`src/rtl/load_store_unit.sv`:
```
// Load/store adapter between the CPU memory stage and a word-wide, 1-cycle-read data memory.
// Optional macro LSU_FAST_LOAD_EN returns load data combinationally in RDATA (load latency N+2).
module load_store_unit #(
  parameter int unsigned MEM_BYTES = 512
) (
  input  logic        i_clk,
  input  logic        i_rst_n,
  input  logic        i_req_valid,
  output logic        o_req_ready,
  input  logic        i_req_we,
  input  logic [1:0]  i_req_size,
  input  logic        i_req_unsigned,
  input  logic [31:0] i_req_addr,
  input  logic [31:0] i_req_wdata,
  output logic        o_rsp_valid,
  output logic [31:0] o_rsp_rdata,
  output logic        o_rsp_err,
  output logic        o_mem_ren,
  output logic        o_mem_wren,
  output logic [31:0] o_mem_addr,
  output logic [31:0] o_mem_wdata,
  input  logic [31:0] i_mem_rdata
);

  typedef enum logic [2:0] {S_IDLE, S_RD, S_RDATA, S_WR, S_RESP} state_e;

  state_e      state_q, state_d;
  logic [31:0] addr_q, addr_d;
  logic [1:0]  size_q, size_d;
  logic        we_q, we_d;
  logic        uns_q, uns_d;
  logic [31:0] rdata_q, rdata_d;
  logic        err_q, err_d;
  logic [31:0] mem_wdata_q, mem_wdata_d;

  logic        req_err;
  logic [7:0]  lane_b;
  logic [15:0] lane_h;
  logic [31:0] load_ext;
  logic [31:0] merged;

  always_comb begin
    req_err = 1'b0;
    case (i_req_size)
      2'b11:   req_err = 1'b1;
      2'b01:   req_err = i_req_addr[0];
      2'b10:   req_err = |i_req_addr[1:0];
      default: req_err = 1'b0;
    endcase
    if ({i_req_addr[31:2], 2'b00} >= MEM_BYTES) req_err = 1'b1;
  end

  always_comb begin
    case (addr_q[1:0])
      2'd0:    lane_b = i_mem_rdata[7:0];
      2'd1:    lane_b = i_mem_rdata[15:8];
      2'd2:    lane_b = i_mem_rdata[23:16];
      default: lane_b = i_mem_rdata[31:24];
    endcase
    lane_h = addr_q[1] ? i_mem_rdata[31:16] : i_mem_rdata[15:0];
    case (size_q)
      2'b00:   load_ext = {{24{~uns_q & lane_b[7]}}, lane_b};
      2'b01:   load_ext = {{16{~uns_q & lane_h[15]}}, lane_h};
      default: load_ext = i_mem_rdata;
    endcase
  end

  // mem_wdata_q carries the latched store value until RDATA overwrites it with the merged word
  always_comb begin
    merged = i_mem_rdata;
    if (size_q == 2'b00) begin
      case (addr_q[1:0])
        2'd0:    merged[7:0]   = mem_wdata_q[7:0];
        2'd1:    merged[15:8]  = mem_wdata_q[7:0];
        2'd2:    merged[23:16] = mem_wdata_q[7:0];
        default: merged[31:24] = mem_wdata_q[7:0];
      endcase
    end else if (addr_q[1]) begin
      merged[31:16] = mem_wdata_q[15:0];
    end else begin
      merged[15:0] = mem_wdata_q[15:0];
    end
  end

  always_comb begin
    state_d     = state_q;
    addr_d      = addr_q;
    size_d      = size_q;
    we_d        = we_q;
    uns_d       = uns_q;
    rdata_d     = rdata_q;
    err_d       = err_q;
    mem_wdata_d = mem_wdata_q;
    case (state_q)
      S_IDLE: begin
        if (i_req_valid) begin
          addr_d      = i_req_addr;
          size_d      = i_req_size;
          we_d        = i_req_we;
          uns_d       = i_req_unsigned;
          mem_wdata_d = i_req_wdata;
          rdata_d     = '0;
          err_d       = req_err;
          if (req_err)                              state_d = S_RESP;
          else if (i_req_we && i_req_size == 2'b10) state_d = S_WR;
          else                                      state_d = S_RD;
        end
      end
      S_RD:    state_d = S_RDATA;
      S_RDATA: begin
        if (we_q) begin
          mem_wdata_d = merged;
          state_d     = S_WR;
        end else begin
          rdata_d = load_ext;
`ifdef LSU_FAST_LOAD_EN
          state_d = S_IDLE;
`else
          state_d = S_RESP;
`endif
        end
      end
      S_WR:    state_d = S_RESP;
      default: state_d = S_IDLE;
    endcase
  end

  always_ff @(posedge i_clk or negedge i_rst_n) begin
    if (!i_rst_n) begin
      state_q     <= S_IDLE;
      addr_q      <= '0;
      size_q      <= '0;
      we_q        <= 1'b0;
      uns_q       <= 1'b0;
      rdata_q     <= '0;
      err_q       <= 1'b0;
      mem_wdata_q <= '0;
    end else begin
      state_q     <= state_d;
      addr_q      <= addr_d;
      size_q      <= size_d;
      we_q        <= we_d;
      uns_q       <= uns_d;
      rdata_q     <= rdata_d;
      err_q       <= err_d;
      mem_wdata_q <= mem_wdata_d;
    end
  end

  assign o_req_ready = (state_q == S_IDLE);
  assign o_mem_ren   = (state_q == S_RD);
  assign o_mem_wren  = (state_q == S_WR);
  assign o_mem_addr  = (o_mem_ren || o_mem_wren) ? {addr_q[31:2], 2'b00} : '0;
  assign o_mem_wdata = o_mem_wren ? mem_wdata_q : '0;
  assign o_rsp_err   = err_q;

`ifdef LSU_FAST_LOAD_EN
  assign o_rsp_valid = (state_q == S_RESP) || (state_q == S_RDATA && !we_q);
  assign o_rsp_rdata = (state_q == S_RDATA && !we_q) ? load_ext : rdata_q;
`else
  assign o_rsp_valid = (state_q == S_RESP);
  assign o_rsp_rdata = rdata_q;
`endif

endmodule

```
`config.mk`:
```
export PLATFORM = sky130hd
export DESIGN_NAME = load_store_unit
export DESIGN_NICKNAME = d
export VERILOG_FILES = /design/src/rtl/load_store_unit.sv
export SDC_FILE = /design/constraint.sdc
export NUM_CORES = 1
export LEC_CHECK = 0
export ABC_AREA = 1
export CORE_MARGIN = 3
export CORE_UTILIZATION = 51
export CTS_BUF_LIST = sky130_fd_sc_hd__clkbuf_8
export DETAILED_ROUTE_END_ITERATION = 7
export GPL_TIMING_DRIVEN = 0
export PLACE_DENSITY = 0.86
export SLEW_MARGIN = 20
export SYNTH_ARGS = -nofsm -noshare
export SYNTH_HDL_FRONTEND = slang
export SYNTH_SLANG_ARGS = --single-unit
```
`constraint.sdc`:
```
create_clock -name i_clk -period 2.7 [get_ports i_clk]
set_input_delay 0.405 -clock i_clk [delete_from_list [all_inputs] [get_ports i_clk]]
set_output_delay 0.405 -clock i_clk [all_outputs]
set_load 0.02 [all_outputs]
```
## Word-level counts from Yosys, hierarchy flattened

Index checks and enable logic that the tools add are counted.

- Input bits: 103
- Logic and storage cells: 67
- Register bits: 104

- Multiplexer cells: 25
- Equal/unequal tests: 15
- Bitwise gates (word level): 3
- Reductions and logical operators: 13
- $lt $le $gt $ge: 1

Operator list:

| operator | count |
|---|---|
| $mux 32 | 7 |
| $pmux 32 s2 | 3 |
| $mux 16 | 3 |
| $ge 32x10->1 const B | 1 |
| $mux 8 | 4 |
| $pmux 8 s3 | 1 |
| $pmux 3 s4 | 1 |
| $mux 3 | 3 |
| $eq 2x1->1 const B | 3 |
| $eq 2x2->1 const B | 3 |
| $eq 3x2->1 const B | 2 |
| $ne 2x2->1 const B | 3 |
| $ne 3x3->1 const B | 2 |
| $reduce_and 3->1 | 2 |
| $reduce_and 5->1 | 1 |
| $logic_not 2->1 | 2 |
| $reduce_and 4->1 | 1 |
| $eq 3x1->1 const B | 1 |
| $eq 3x3->1 const B | 1 |
| $logic_not 3->1 | 1 |
| $pmux 1 s3 | 1 |
| $reduce_or 3->1 | 1 |
| $and 1x1->1 | 2 |
| $mux 2 | 1 |
| other kinds (7) | 7 |

## Depth between registers and ports, before layout

Gate-level depths: netlist of run 1.

- Word-level depth: 6
- Mapped depth: 10
- Mapped depth without buffers: 9

## Worst setup path after synthesis of run 1

No wires, ideal clock.

- Path kind: register to output
- From: reg state_q[0]
- To: out o_mem_wdata[10]
- Stages on the path, launching flop included: 8
- Arrival time: 1.597 ns
- Slack: 0.698 ns
- Required time: 2.295 ns
- Cell sequence: dfrtp_1 inv_1 nor2_1 inv_1 nor2_1 inv_1 clkbuf_1 nor2_1

- Word-level cells in the longest chain between the ends: 2

Ends and longest elaborated chain:

| element | RTL line | RTL |
|---|---|---|
| from (decl) | 27 | `state_e state_q, state_d;` |
| from (signal assigned) | 139 | `state_q <= state_d;` |
| $eq 3x2->1 | 152 | `assign o_mem_wren = (state_q == S_WR);` |
| named net o_mem_wren | 19 | `output logic o_mem_wren,` |
| $mux 32 | 154 | `assign o_mem_wdata = o_mem_wren ? mem_wdata_q : '0;` |
| to (decl) | 21 | `output logic [31:0] o_mem_wdata,` |

The timed path passes the listed nets, and every way through them passes these cells.

## Final worst setup path of run 1

- From: reg state_q[0]
- To: out o_mem_addr[12]

- Word-level cells in the longest chain between the ends: 3
- Elaborated cells between the ends (all ways): 4

Ends and longest elaborated chain:

| element | RTL line | RTL |
|---|---|---|
| $eq 3x1->1 / $eq 3x2->1 (equally long branches) | 151, 152 |  |
| $logic_or 1x1->1 * | 153 | `assign o_mem_addr = (o_mem_ren \|\| o_mem_wren) ? {addr_q[31:2], 2'b00} : '0;` |
| $mux 32 * | 153 |  |
| to (decl) | 20 | `output logic [31:0] o_mem_addr,` |

Mark *: on every way between the ends. The rest lies on a longest branch, timed or not.

==> impl_results.md, run 1 <==
- Area delta synth->final: 40.13%
- Die ar.: roughly 13000 um2
- Worst Hold Class: flip-flop to flip-flop
- Vias in the first global route: ~6.3k
- Post-DP HPWL: 15400 um
- Final ANT Viol Nets: 0
- First-pass GRT wire length: a little over 30000 um
- Final net count: roughly 1.2k
- Antenna violations before repair: 0
- Fmax: between 300 and 400 MHz
- Total congestion overflow: 0
- # Max-Cap Violations: 0
- # DRC: 0
- Clk sinks: between 100 and 150
- Buf/Inv on CP: 4
- Pwr dens: 743.7 nW/um2
- GR Util met1: 38.45%
- Count of state elements after synthesis: 104
- Sequential area share after synthesis: a little over two fifths
- CTS tree: built
- Die Y: 114.7 um
- Slowest cell on the critical path: clkdlybuf4s50_1
- Fin. max-slew vios: 0
- Top cells by count, synth: 223 x nand2_1, 131 x nor2_1, 108 x inv_1
- CTS buffer count: 9
- Peak VDD IR: between 0.3 and 0.4 mV
- Slew Limit Headroom: 65.99%
- CORE AREA: approximately 11000 um2
- Hold Slack: ~500 ps
- IO buf count: ~200
- Max incr delay on CP: 570 ps
- Vias per cell: 5.395
- Unrepaired setup endpoints after global routing: no
- Synth cell types: 34
- Iteration count of the initial detailed-routing pass: 6
- Final setup viols: 0
- Mapped cell area: between 6000 and 7000 um2
- Max Root-Sink Buffers: 2
- Synth warn: 0
- Startpoint Class: flip-flop
- CP required: between 2000 and 2500 ps
- Synth async-reset ratio: 100.0%
- Routed vias: about 6.5k
- Syn Inst Count: around 850
- GR met2 Demand/Resource: between 40 and 50%
- Clock Latency Late Sink: ~400 ps
- DRT Wirelength: ~20000 um
- Critical Setup Path Class: flip-flop to output port
- Fin. Hold Viols: 0
- Share of the synthesized area in the top cell type: a little over two fifths
- Tmin final: roughly 2500 ps
- Mapped Avg Cell Area: 7.127 um2
- Critical Path Sink Type: output port
- Critical path's top delay family: buffers and inverters
- Synth area leader: dfrtp_1
- Final Skew: between 15 and 20 ps
- Gpl congestion: slightly above 1
- Main area contributors after synthesis: dfrtp_1 43%, nand2_1 14%, nor2_1 8.2%
- Status: finished clean
- GRT busiest layer: met2
- LEAKAGE: ~4.4 nW
- H-tree levels: 3
- WP data arrival: between 2000 and 2500 ps
- Share of cells above drive strength 1: under 10%
- M3 GR Usage: a little under a tenth
- Tot GR Track Use: 30.20%
- Number of synthesized flops with an enable pin: 0
- Clock transition at the registers of the reported paths: ~110 ps
- Initial Util: between 50% and 60%
- Routed length per placed instance: 16.48 um
- Row Count: 39
- Die span in x: between 100 and 150 um
- # diodes: 0
- Worst Tran Pin Value: roughly 510 ps
- Setup_tns: 0 ps
- Clk Tree Root Cell: clkbuf_8
- Worst-path cell chain: inv_1 > nor2_1 > inv_1 > clkbuf_1 > nor2_1 > clkdlybuf4s50_1
- Largest net degree at the start of global routing: between 50 and 60
- Post-synth top flop: dfrtp_1
- Count leader, synth: nand2_1
- Ports: a little over 200
- DR iter-0 viols: 626
- Setup Fix Bufs, Post-CTS: 0
- Crit share post-route: 94.29%
- CP Max Fanout: 10
==> registers in the layout, indices dropped and copies added, names as in the netlist <==
signal,count
o_rsp_err,1
we_q,1
size_q,2
uns_q,1
mem_wdata_q,32
o_rsp_rdata,32
addr_q,32
state_q,3
==> worst reg2reg max path: cells and delay by family (launching register included) <==
| kind | cells | cell delay [ps] |
|---|---|---|
| DFF | 1 | 400 |
| and+or+nand+nor | 3 | 420 |
| AOI/OAI and AO/OA | 1 | 140 |
| buffers and inverters | 3 | 650 |
==> cell type report <==
cell class	instances	area, um2
plain buffers	47	282.8
clock buffers	12	165.2
multi-input cells	582	2721
repair buffers	203	2016
clock inverters	4	51.30
inverters	114	431.7
fillers	946	3018
well taps	143	178.9
flip-flops and latches	104	2603
==> cell families (layout without fill, tap and decap cells) <==
| kind of cell | after synthesis | after routing | share of synthesized area (%) |
|---|---|---|---|
| and+or+nand+nor | 414 | 414 | 29.03 |
| muxes | 8 | 8 | 1.328 |
| AOI/OAI and AO/OA | 158 | 158 | 14.65 |
| buffers and inverters | 161 | 380 | 11.77 |
| other | 1 | 2 | 0.06219 |
| DFF | 104 | 104 | 43.16 |
==> placed cells by master, fill, tap and decap left out, types with 2 or more instances in the layout <==
| master | instances |
|---|---|
| nand4_4 | 2 |
| nand2_1 | 223 |
| buf_4 | 9 |
| conb_1 | 2 |
| nand3_2 | 2 |
| mux2i_1 | 8 |
| a31oi_1 | 3 |
| clkinv_2 | 2 |
| dfrtp_1 | 104 |
| nand3_4 | 3 |
| or2_2 | 5 |
| clkbuf_2 | 5 |
| nor2_2 | 2 |
| a21oi_1 | 69 |
| nand2_2 | 3 |
| buf_2 | 18 |
| nor2_1 | 131 |
| dlygate4sd2_1 | 26 |
| nor2_4 | 2 |
| nand3_1 | 37 |
| buf_6 | 7 |
| nor3_1 | 2 |
| buf_1 | 2 |
| o21ai_2 | 8 |
| clkbuf_1 | 8 |
| o21ai_0 | 56 |
| o211ai_1 | 18 |
| clkbuf_8 | 12 |
| inv_2 | 3 |
| inv_1 | 108 |
| clkdlybuf4s15_1 | 3 |
| o21ai_1 | 2 |
| clkdlybuf4s50_1 | 169 |
==> worst paths after layout <==
kind                       cells after the start       startpoint         endpoint  slack [ps]
min in group asynchronous                      2          i_rst_n  o_rsp_rdata[19]         540
setup reg to reg                               7       state_q[2]  mem_wdata_q[30]         950
hold reg to reg                                2  mem_wdata_q[13]  mem_wdata_q[13]         490
max in group asynchronous                      3          i_rst_n  mem_wdata_q[13]        1520
hold / removal                                 2  mem_wdata_q[13]  mem_wdata_q[13]         490
setup / recovery                               6       state_q[0]   o_mem_addr[12]         150
==> metal layers <==
layer  share of wire (%)  vias to the layer above
met5                   0                        -
met4                 2.6                        0
met1                  39                     3006
met3                  12                       54
li1                    -                     3072
met2                  47                      391
==> report_power, final <==
part	switching, mW	internal, mW	leakage, nW	total [mW]
sequential	0.230	2.07	1.29	2.30
clock	0.557	0.505	0.109	1.06
combinational	1.91	1.01	2.99	2.92
total	2.70	3.59	4.39	6.28
==> metrics by stage <==
| stage | total power, mW | setup WS [ps] | util [%] | cells | instance area [um2] |
|---|---|---|---|---|---|
| after floorplan | 4.313 | 697.8 | - | 847 | 6033 |
| after global placement | 5.070 | -2712 | 71.72 | 1191 | 8224 |
| after detailed placement | 5.170 | 158.3 | 71.97 | 1192 | 8253 |
| after CTS | 6.237 | 81.61 | 73.65 | 1209 | 8446 |
| after global routing | 6.728 | 1.879 | 73.68 | 1209 | 8449 |
| final | 6.284 | 154.3 | 73.68 | 1209 | 8449 |
==> repair_timing <==
item | 4_1_cts | 5_1_grt
pin swaps | 0 | 0
hold buffers | 1 | 0
hold endpoints to repair | 50 | 0
endpoints found under the setup margin | 30 | 12
gates resized for setup | 33 | 8
gates cloned | 0 | 0
(Power assumes the default switching activity.)
==> inputs of run 2 (changes only) <==
--- a/config.mk
+++ b/config.mk
@@ -9,6 +9,7 @@
 export CORE_MARGIN = 3
 export CORE_UTILIZATION = 51
 export CTS_BUF_LIST = sky130_fd_sc_hd__clkbuf_8
+export CTS_CLUSTER_SIZE = 40
 export DETAILED_ROUTE_END_ITERATION = 7
 export GPL_TIMING_DRIVEN = 0
 export PLACE_DENSITY = 0.86
==> constraint.sdc (replaced) <==
create_clock -name i_clk -period 3.1 [get_ports i_clk]
set_input_delay 0.465 -clock i_clk [delete_from_list [all_inputs] [get_ports i_clk]]
set_output_delay 0.465 -clock i_clk [all_outputs]
set_load 0.02 [all_outputs]
==> impl_results.md, run 2 (synthesized netlist as in run 1, its figures left out) <==
- Vias per cell: 5.388 (was 5.395)
- Core Util, Final: 73.88% (was 73.68%)
- H-tree levels: 3 (unchanged)
- Clock transition at the registers of the reported paths: 110 ps (about the same)
- Pwr dens: 646.6 nW/um2 (was 743.7 nW/um2)
- Reg2reg setup slack: 1350 ps (was 950 ps)
- Fmax: 341.3 MHz
- Routed length per placed instance: 16.45 um (was 16.48 um)
- Design Area, Final: 8472 um2 (was 8449 um2)
- # diodes: 0 (unchanged)
- Unrepaired setup endpoints after global routing: no (unchanged)
- IO buf count: 201 (unchanged)
- Die span in x: 114.7 um (unchanged)
- Clk Tree Root Cell: clkbuf_8 (unchanged)
- DRT Wirelength: 19880 um (was 19920 um)
- Worst setup slack after layout: 170.1 ps (was 154.3 ps)
- Most frequent cells in the layout: 223 x nand2_1, 200 x clkdlybuf4s50_1, 131 x nor2_1, 108 x inv_1, 104 x dfrtp_1 (was 223 x nand2_1, 169 x clkdlybuf4s50_1, 131 x nor2_1, 108 x inv_1, 104 x dfrtp_1)
- Ports: 204 (unchanged)
- Dpl cell area: 8253 um2 (unchanged)
- Iteration count of the initial detailed-routing pass: 6 (unchanged)
- Switching power: 2.355 mW (was 2.697 mW)
- CTS resizes: 0 (was 33)
- Multi-input gate area: 2721 um2 (unchanged)
- Internal Pwr Total: 3.123 mW (was 3.587 mW)
- Critical Path Sink Type: output port (unchanged)
- Setup Fix Bufs, Post-CTS: 0 (unchanged)
- Switching Share: 42.99% (was 42.92%)
- Final ANT Viol Nets: 0 (unchanged)
- Post-DP HPWL: 15400 um (unchanged)
- Fin. Hold Viols: 0 (unchanged)
- Final net count: 1163 (was 1164)
- Cts hold-fix bufs: 0 (was 1)
- Final setup viols: 0 (unchanged)
- Worst Hold Class: primary input to async pin (was flip-flop to flip-flop)
- Setup_tns: 0 ps (unchanged)
- Gpl congestion: 1.019 (unchanged)
- Placed insts: 1192 (unchanged)
- WP data arrival: 2460 ps (was 2140 ps)
- Critical Setup Path Class: flip-flop to output port (unchanged)
- First-pass GRT wire length: 31150 um (was 31160 um)
- Sequential fraction of design power: 36.6% (about the same)
- Initial Util: 52.58% (unchanged)
- Tmin final: 2930 ps
- DP Worst Slack: 498.3 ps (was 158.3 ps)
- Startpoint Class: flip-flop (unchanged)
- Die Y: 114.7 um (unchanged)
- Largest net degree at the start of global routing: 55 (unchanged)
- Most common cell after layout, fill and taps aside: nand2_1 (unchanged)
- Worst Tran Pin Value: 509.2 ps (was 510.1 ps)
- Peak VDD IR: 0.3302 mV (was 0.3789 mV)
- Area delta synth->final: 40.51% (was 40.13%)
- Crit share post-route: a little over nine tenths
- CP required: 2630 ps (was 2300 ps)
- Status: finished clean (unchanged)
- Clock Latency Late Sink: 390 ps (about the same)
- Antenna violations before repair: 0 (unchanged)
- CTS tree: built (unchanged)
- LEAKAGE: 4.230 nW (was 4.389 nW)
- Non-Filler Instances: 1208 (was 1209)
- Share of cells above drive strength 1: 8.169% (was 8.443%)
- Vias in the first global route: 6261 (was 6260)
- # Max-Cap Violations: 0 (unchanged)
- Gate power share: 46.5% (about the same)
- Tot GR Track Use: 30.19% (was 30.20%)
- Max Root-Sink Buffers: 2 (unchanged)
- Register area: 2603 um2 (unchanged)
- Routed vias: 6509 (was 6523)
- Layout filler cell count: 930 (was 946)
- Die ar.: 13160 um2 (unchanged)
- Hold Slack: 22.83 ps (was 488.1 ps)
- Total Power: 5.478 mW (was 6.284 mW)
- Total congestion overflow: 0 (unchanged)
- CORE AREA: 11470 um2 (unchanged)
- CTS buffer count: 9 (unchanged)
- Fin. max-slew vios: 0 (unchanged)
- Final Skew: 18.76 ps (was 19.25 ps)
- # DRC: 0 (unchanged)
- Slew Limit Headroom: 66.06% (was 65.99%)
- DR iter-0 viols: 552 (was 626)
- Clk sinks: 104 (unchanged)
- Clock power frac: 16.9% (about the same)
- CP Max Fanout: 10 (unchanged)
- Row Count: 39 (unchanged)
-- run 2: worst max-delay path, stage by stage, from the launching register on --
cell and delay, ps:
dfrtp_1 360, inv_1 90, nor2_1 90, inv_1 90, nor2_1 190, inv_1 160, clkbuf_2 240, nor2_1 210
clkdlybuf4s50_1 640
-- run 2: final cells by class --
| cell class | instances | share of cell area, % |
|---|---|---|
| Multi-Input combinational cell | 582 | 32.12 |
| Tap cell | 143 | 2.112 |
| Clock inverter | 4 | 0.6055 |
| Timing Repair Buffer | 202 | 24.09 |
| Sequential cell | 104 | 30.72 |
| Clock buffer | 12 | 1.949 |
| Buffer | 47 | 3.308 |
| Inverter | 114 | 5.095 |
-- run 2: power by group through the flow --
stage / registers, mW / clock network, mW / logic (mW)
after floorplan: 1.98 / 0 / 1.77
after global placement: 2.01 / 0 / 2.40
after detailed placement: 2.03 / 0 / 2.47
after CTS: 2.00 / 0.932 / 2.50
after global routing: 2.05 / 1.00 / 2.81
final: 2.00 / 0.928 / 2.55
-- run 2: final timing paths --
| check | from | end | cells after the start |
|---|---|---|---|
| setup / recovery | state_q[0] | o_mem_wdata[2] | 8 |
| hold / removal | i_rst_n | o_rsp_rdata[19] | 1 |
| setup reg to reg | state_q[2] | mem_wdata_q[30] | 7 |
| hold reg to reg | mem_wdata_q[13] | mem_wdata_q[13] | 2 |
| max in group asynchronous | i_rst_n | mem_wdata_q[13] | 2 |
| min in group i_clk | mem_wdata_q[13] | mem_wdata_q[13] | 2 |
-- run 2: routing by layer --
| metal | share of wire [%] | wire length [um] | up-vias | track usage (%) |
|---|---|---|---|---|
| met5 | 0 | 0 | - | 0 |
| met4 | 2.9 | 569 | 0 | 9.937 |
| met3 | 12 | 2397 | 58 | 9.263 |
| met2 | 46 | 9169 | 408 | 49.48 |
| met1 | 39 | 7741 | 2974 | 38.42 |
| li1 | - | - | 3069 | - |
==> inputs of run 3 (changes only) <==
--- a/config.mk
+++ b/config.mk
@@ -6,13 +6,14 @@
 export NUM_CORES = 1
 export LEC_CHECK = 0
 export ABC_AREA = 1
+export CAP_MARGIN = 5
 export CORE_MARGIN = 3
-export CORE_UTILIZATION = 51
+export CORE_UTILIZATION = 35
 export CTS_BUF_LIST = sky130_fd_sc_hd__clkbuf_8
 export CTS_CLUSTER_SIZE = 40
 export DETAILED_ROUTE_END_ITERATION = 7
 export GPL_TIMING_DRIVEN = 0
-export PLACE_DENSITY = 0.86
+export PLACE_DENSITY = 0.62
 export SLEW_MARGIN = 20
 export SYNTH_ARGS = -nofsm -noshare
 export SYNTH_HDL_FRONTEND = slang
==> impl_results.md, run 3 (synthesized netlist as in run 1, its figures left out) <==
- Core Util, Final: 51.18% (was 73.88%)
- GR met2 Demand/Resource: 36.32% (was 49.48%)
- DR iter-0 viols: 320 (was 552)
- Die Y: 137.3 um (was 114.7 um)
- Die span in x: 137.3 um (was 114.7 um)
- Setup Fix Bufs, Post-CTS: 0 (unchanged)
- Max Root-Sink Buffers: 2 (unchanged)
- Gate power share: 47.2% (was 46.5%)
- Most common cell after layout, fill and taps aside: nand2_1 (unchanged)
- CORE AREA: 16700 um2 (was 11470 um2)
- DRT Wirelength: 21250 um (was 19880 um)
- Startpoint Class: flip-flop (unchanged)
- Switching power: 2.379 mW (was 2.355 mW)
- Gpl congestion: 0.8976 (was 1.019)
- GR Util met1: 30.18% (was 38.42%)
- Fin. max-slew vios: 0 (unchanged)
- IO buf count: 201 (unchanged)
- Total congestion overflow: 0 (unchanged)
- Reg2reg setup slack: 1360 ps (was 1350 ps)
- Worst Hold Class: flip-flop to flip-flop (was primary input to async pin)
- Worst Tran Pin Value: 523.0 ps (was 509.2 ps)
- Final setup viols: 0 (unchanged)
- Crit path from: state_q[0] (unchanged)
- Ports: 204 (unchanged)
- Hold_sp: o_rsp_rdata[15]
- Routed vias: 6240 (was 6509)
- H-tree levels: 3 (unchanged)
- Routed length per placed instance: 16.53 um (was 16.45 um)
- Non-Filler Instances: 1286 (was 1208)
- Design Area, Final: 8547 um2 (was 8472 um2)
- Post-DP HPWL: 16490 um (was 15400 um)
- LEAKAGE: 4.251 nW (was 4.230 nW)
- Setup_tns: 0 ps (unchanged)
- Clk sinks: 104 (unchanged)
- Fin. Hold Viols: 0 (unchanged)
- Final Skew: 12.77 ps (was 18.76 ps)
- WP data arrival: 2450 ps (was 2460 ps)
- Tmin final: 2917 ps (was 2930 ps)
- Tot GR Track Use: 22.76% (was 30.19%)
- Critical Path Sink Type: output port (unchanged)
- FF-to-FF Start: state_q[2] (unchanged)
- Clock Latency Late Sink: 400 ps (was 390 ps)
- Internal Pwr Total: 2.982 mW (was 3.123 mW)
- # diodes: 0 (unchanged)
- First-pass GRT wire length: 32910 um (was 31150 um)
- Vias per cell: 4.852 (was 5.388)
- Initial Util: 36.10% (was 52.58%)
- CP required: 2630 ps (about the same)
- Final ANT Viol Nets: 0 (unchanged)
- Iteration count of the initial detailed-routing pass: 5 (was 6)
- Fmax: 342.8 MHz (was 341.3 MHz)
- GRT busiest layer: met2 (unchanged)
- Vias in the first global route: 6111 (was 6261)
- Slew Limit Headroom: 65.14% (was 66.06%)
- Antenna violations before repair: 0 (unchanged)
- Clock power frac: 15.6% (was 16.9%)
- Critical Setup Path Class: flip-flop to output port (unchanged)
- R2R cell count: 7 (unchanged)
- Placed insts: 1269 (was 1192)
- Pwr dens: 627.3 nW/um2 (was 646.6 nW/um2)
- CTS buffer count: 9 (unchanged)
- Sequential fraction of design power: 37.1% (was 36.6%)
- Status: finished clean (unchanged)
- Hold Slack: 489.6 ps (was 22.83 ps)
- CP Capture Point: o_mem_wdata[8] (was o_mem_wdata[2])
- CP Max Fanout: 10 (unchanged)
- Crit share post-route: 94.10% (was 94.51%)
- # DRC: 0 (unchanged)
- Final net count: 1164 (was 1163)
- Critical R2R Capture: mem_wdata_q[23] (was mem_wdata_q[30])
- Area delta synth->final: 41.75% (was 40.51%)
- Die ar.: 18840 um2 (was 13160 um2)
- Dpl cell area: 8349 um2 (was 8253 um2)
- Peak VDD IR: 0.2591 mV (was 0.3302 mV)
- M3 GR Usage: 5.734% (was 9.263%)
- Switching Share: 44.38% (was 42.99%)
- CTS tree: built (unchanged)
- Largest net degree at the start of global routing: 61 (was 55)
- Clock transition at the registers of the reported paths: 100 ps (was 110 ps)
- Share of cells above drive strength 1: 8.255% (was 8.169%)
- Row Count: 47 (was 39)
- Most frequent cells in the layout: 223 x nand2_1, 198 x clkdlybuf4s50_1, 131 x nor2_1, 108 x inv_1, 104 x dfrtp_1 (was 223 x nand2_1, 200 x clkdlybuf4s50_1, 131 x nor2_1, 108 x inv_1, 104 x dfrtp_1)
- # Max-Cap Violations: 0 (unchanged)
- Clk Tree Root Cell: clkbuf_8 (unchanged)
-- run 3: cell types whose count changed in the layout (fill, tap and decap cells not counted), sizes merged --
cell | before | now
bufinv | 1 | 0
clkinvlp | 1 | 2
clkbuf | 24 | 21
dlygate4sd3 | 0 | 1
dlymetal6s2s | 0 | 2
inv | 112 | 114
clkdlybuf4s50 | 200 | 198
clkinv | 4 | 5
-- run 3: area by class of cell --
| class | instances | area, um2 |
|---|---|---|
| Inverter | 114 | 431.7 |
| Timing Repair Buffer | 203 | 2056 |
| Clock buffer | 9 | 123.9 |
| Buffer | 47 | 281.5 |
| Fill cell | 1710 | 8154 |
| Multi-Input combinational cell | 582 | 2721 |
| Tap cell | 220 | 275.3 |
| Sequential cell | 104 | 2603 |
| Clock inverter | 7 | 55.05 |
-- run 3: worst max-delay path, stage by stage (launching register included) --
cell and delay, ps:
dfrtp_1 360, inv_1 100, nor2_1 100, inv_1 100
nor2_1 190, inv_1 170, clkbuf_2 230, nor2_1 180
clkdlybuf4s50_1 630
-- run 3: power by group through the flow --
stage                     clock network (mW)  registers, mW  logic [mW]
final                                  0.837           1.99        2.53
after global routing                   0.906           2.05        2.87
after CTS                              0.863           1.99        2.52
after detailed placement                   0           2.02        2.50
after global placement                     0           2.02        2.47
after floorplan                            0           1.98        1.77
-- run 3: how the worst min path moves through the flow --
| stage | end | cells after the start |
|---|---|---|
| after floorplan | addr_q[0] | 0 |
| after global placement | mem_wdata_q[12] | 2 |
| final | o_rsp_rdata[15] | 2 |
| after CTS | mem_wdata_q[12] | 2 |
| after detailed placement | o_rsp_rdata[23] | 1 |
| after global routing | o_rsp_rdata[23] | 2 |
-- run 3: routing by layer --
layer | wire length, um | part of all wire (%)
met5 | 0 | 0
met4 | 482 | 2.3
met3 | 1932 | 9.1
met2 | 9515 | 45
met1 | 9323 | 44
-- run 3: stage by stage --
stage                     power (mW)  worst slack (ps)
after detailed placement       4.522             521.7
final                          5.362             183.0
after floorplan                3.756              1038
after CTS                      5.375             67.54
after global placement         4.485             -2699
after global routing           5.824            -1.951
-- run 3: timing repair --
action                                 CTS  global route
resized for setup                        0             8
endpoints found under the hold margin   23             0
hold buffers                             1             0
setup endpoints to repair                0            29
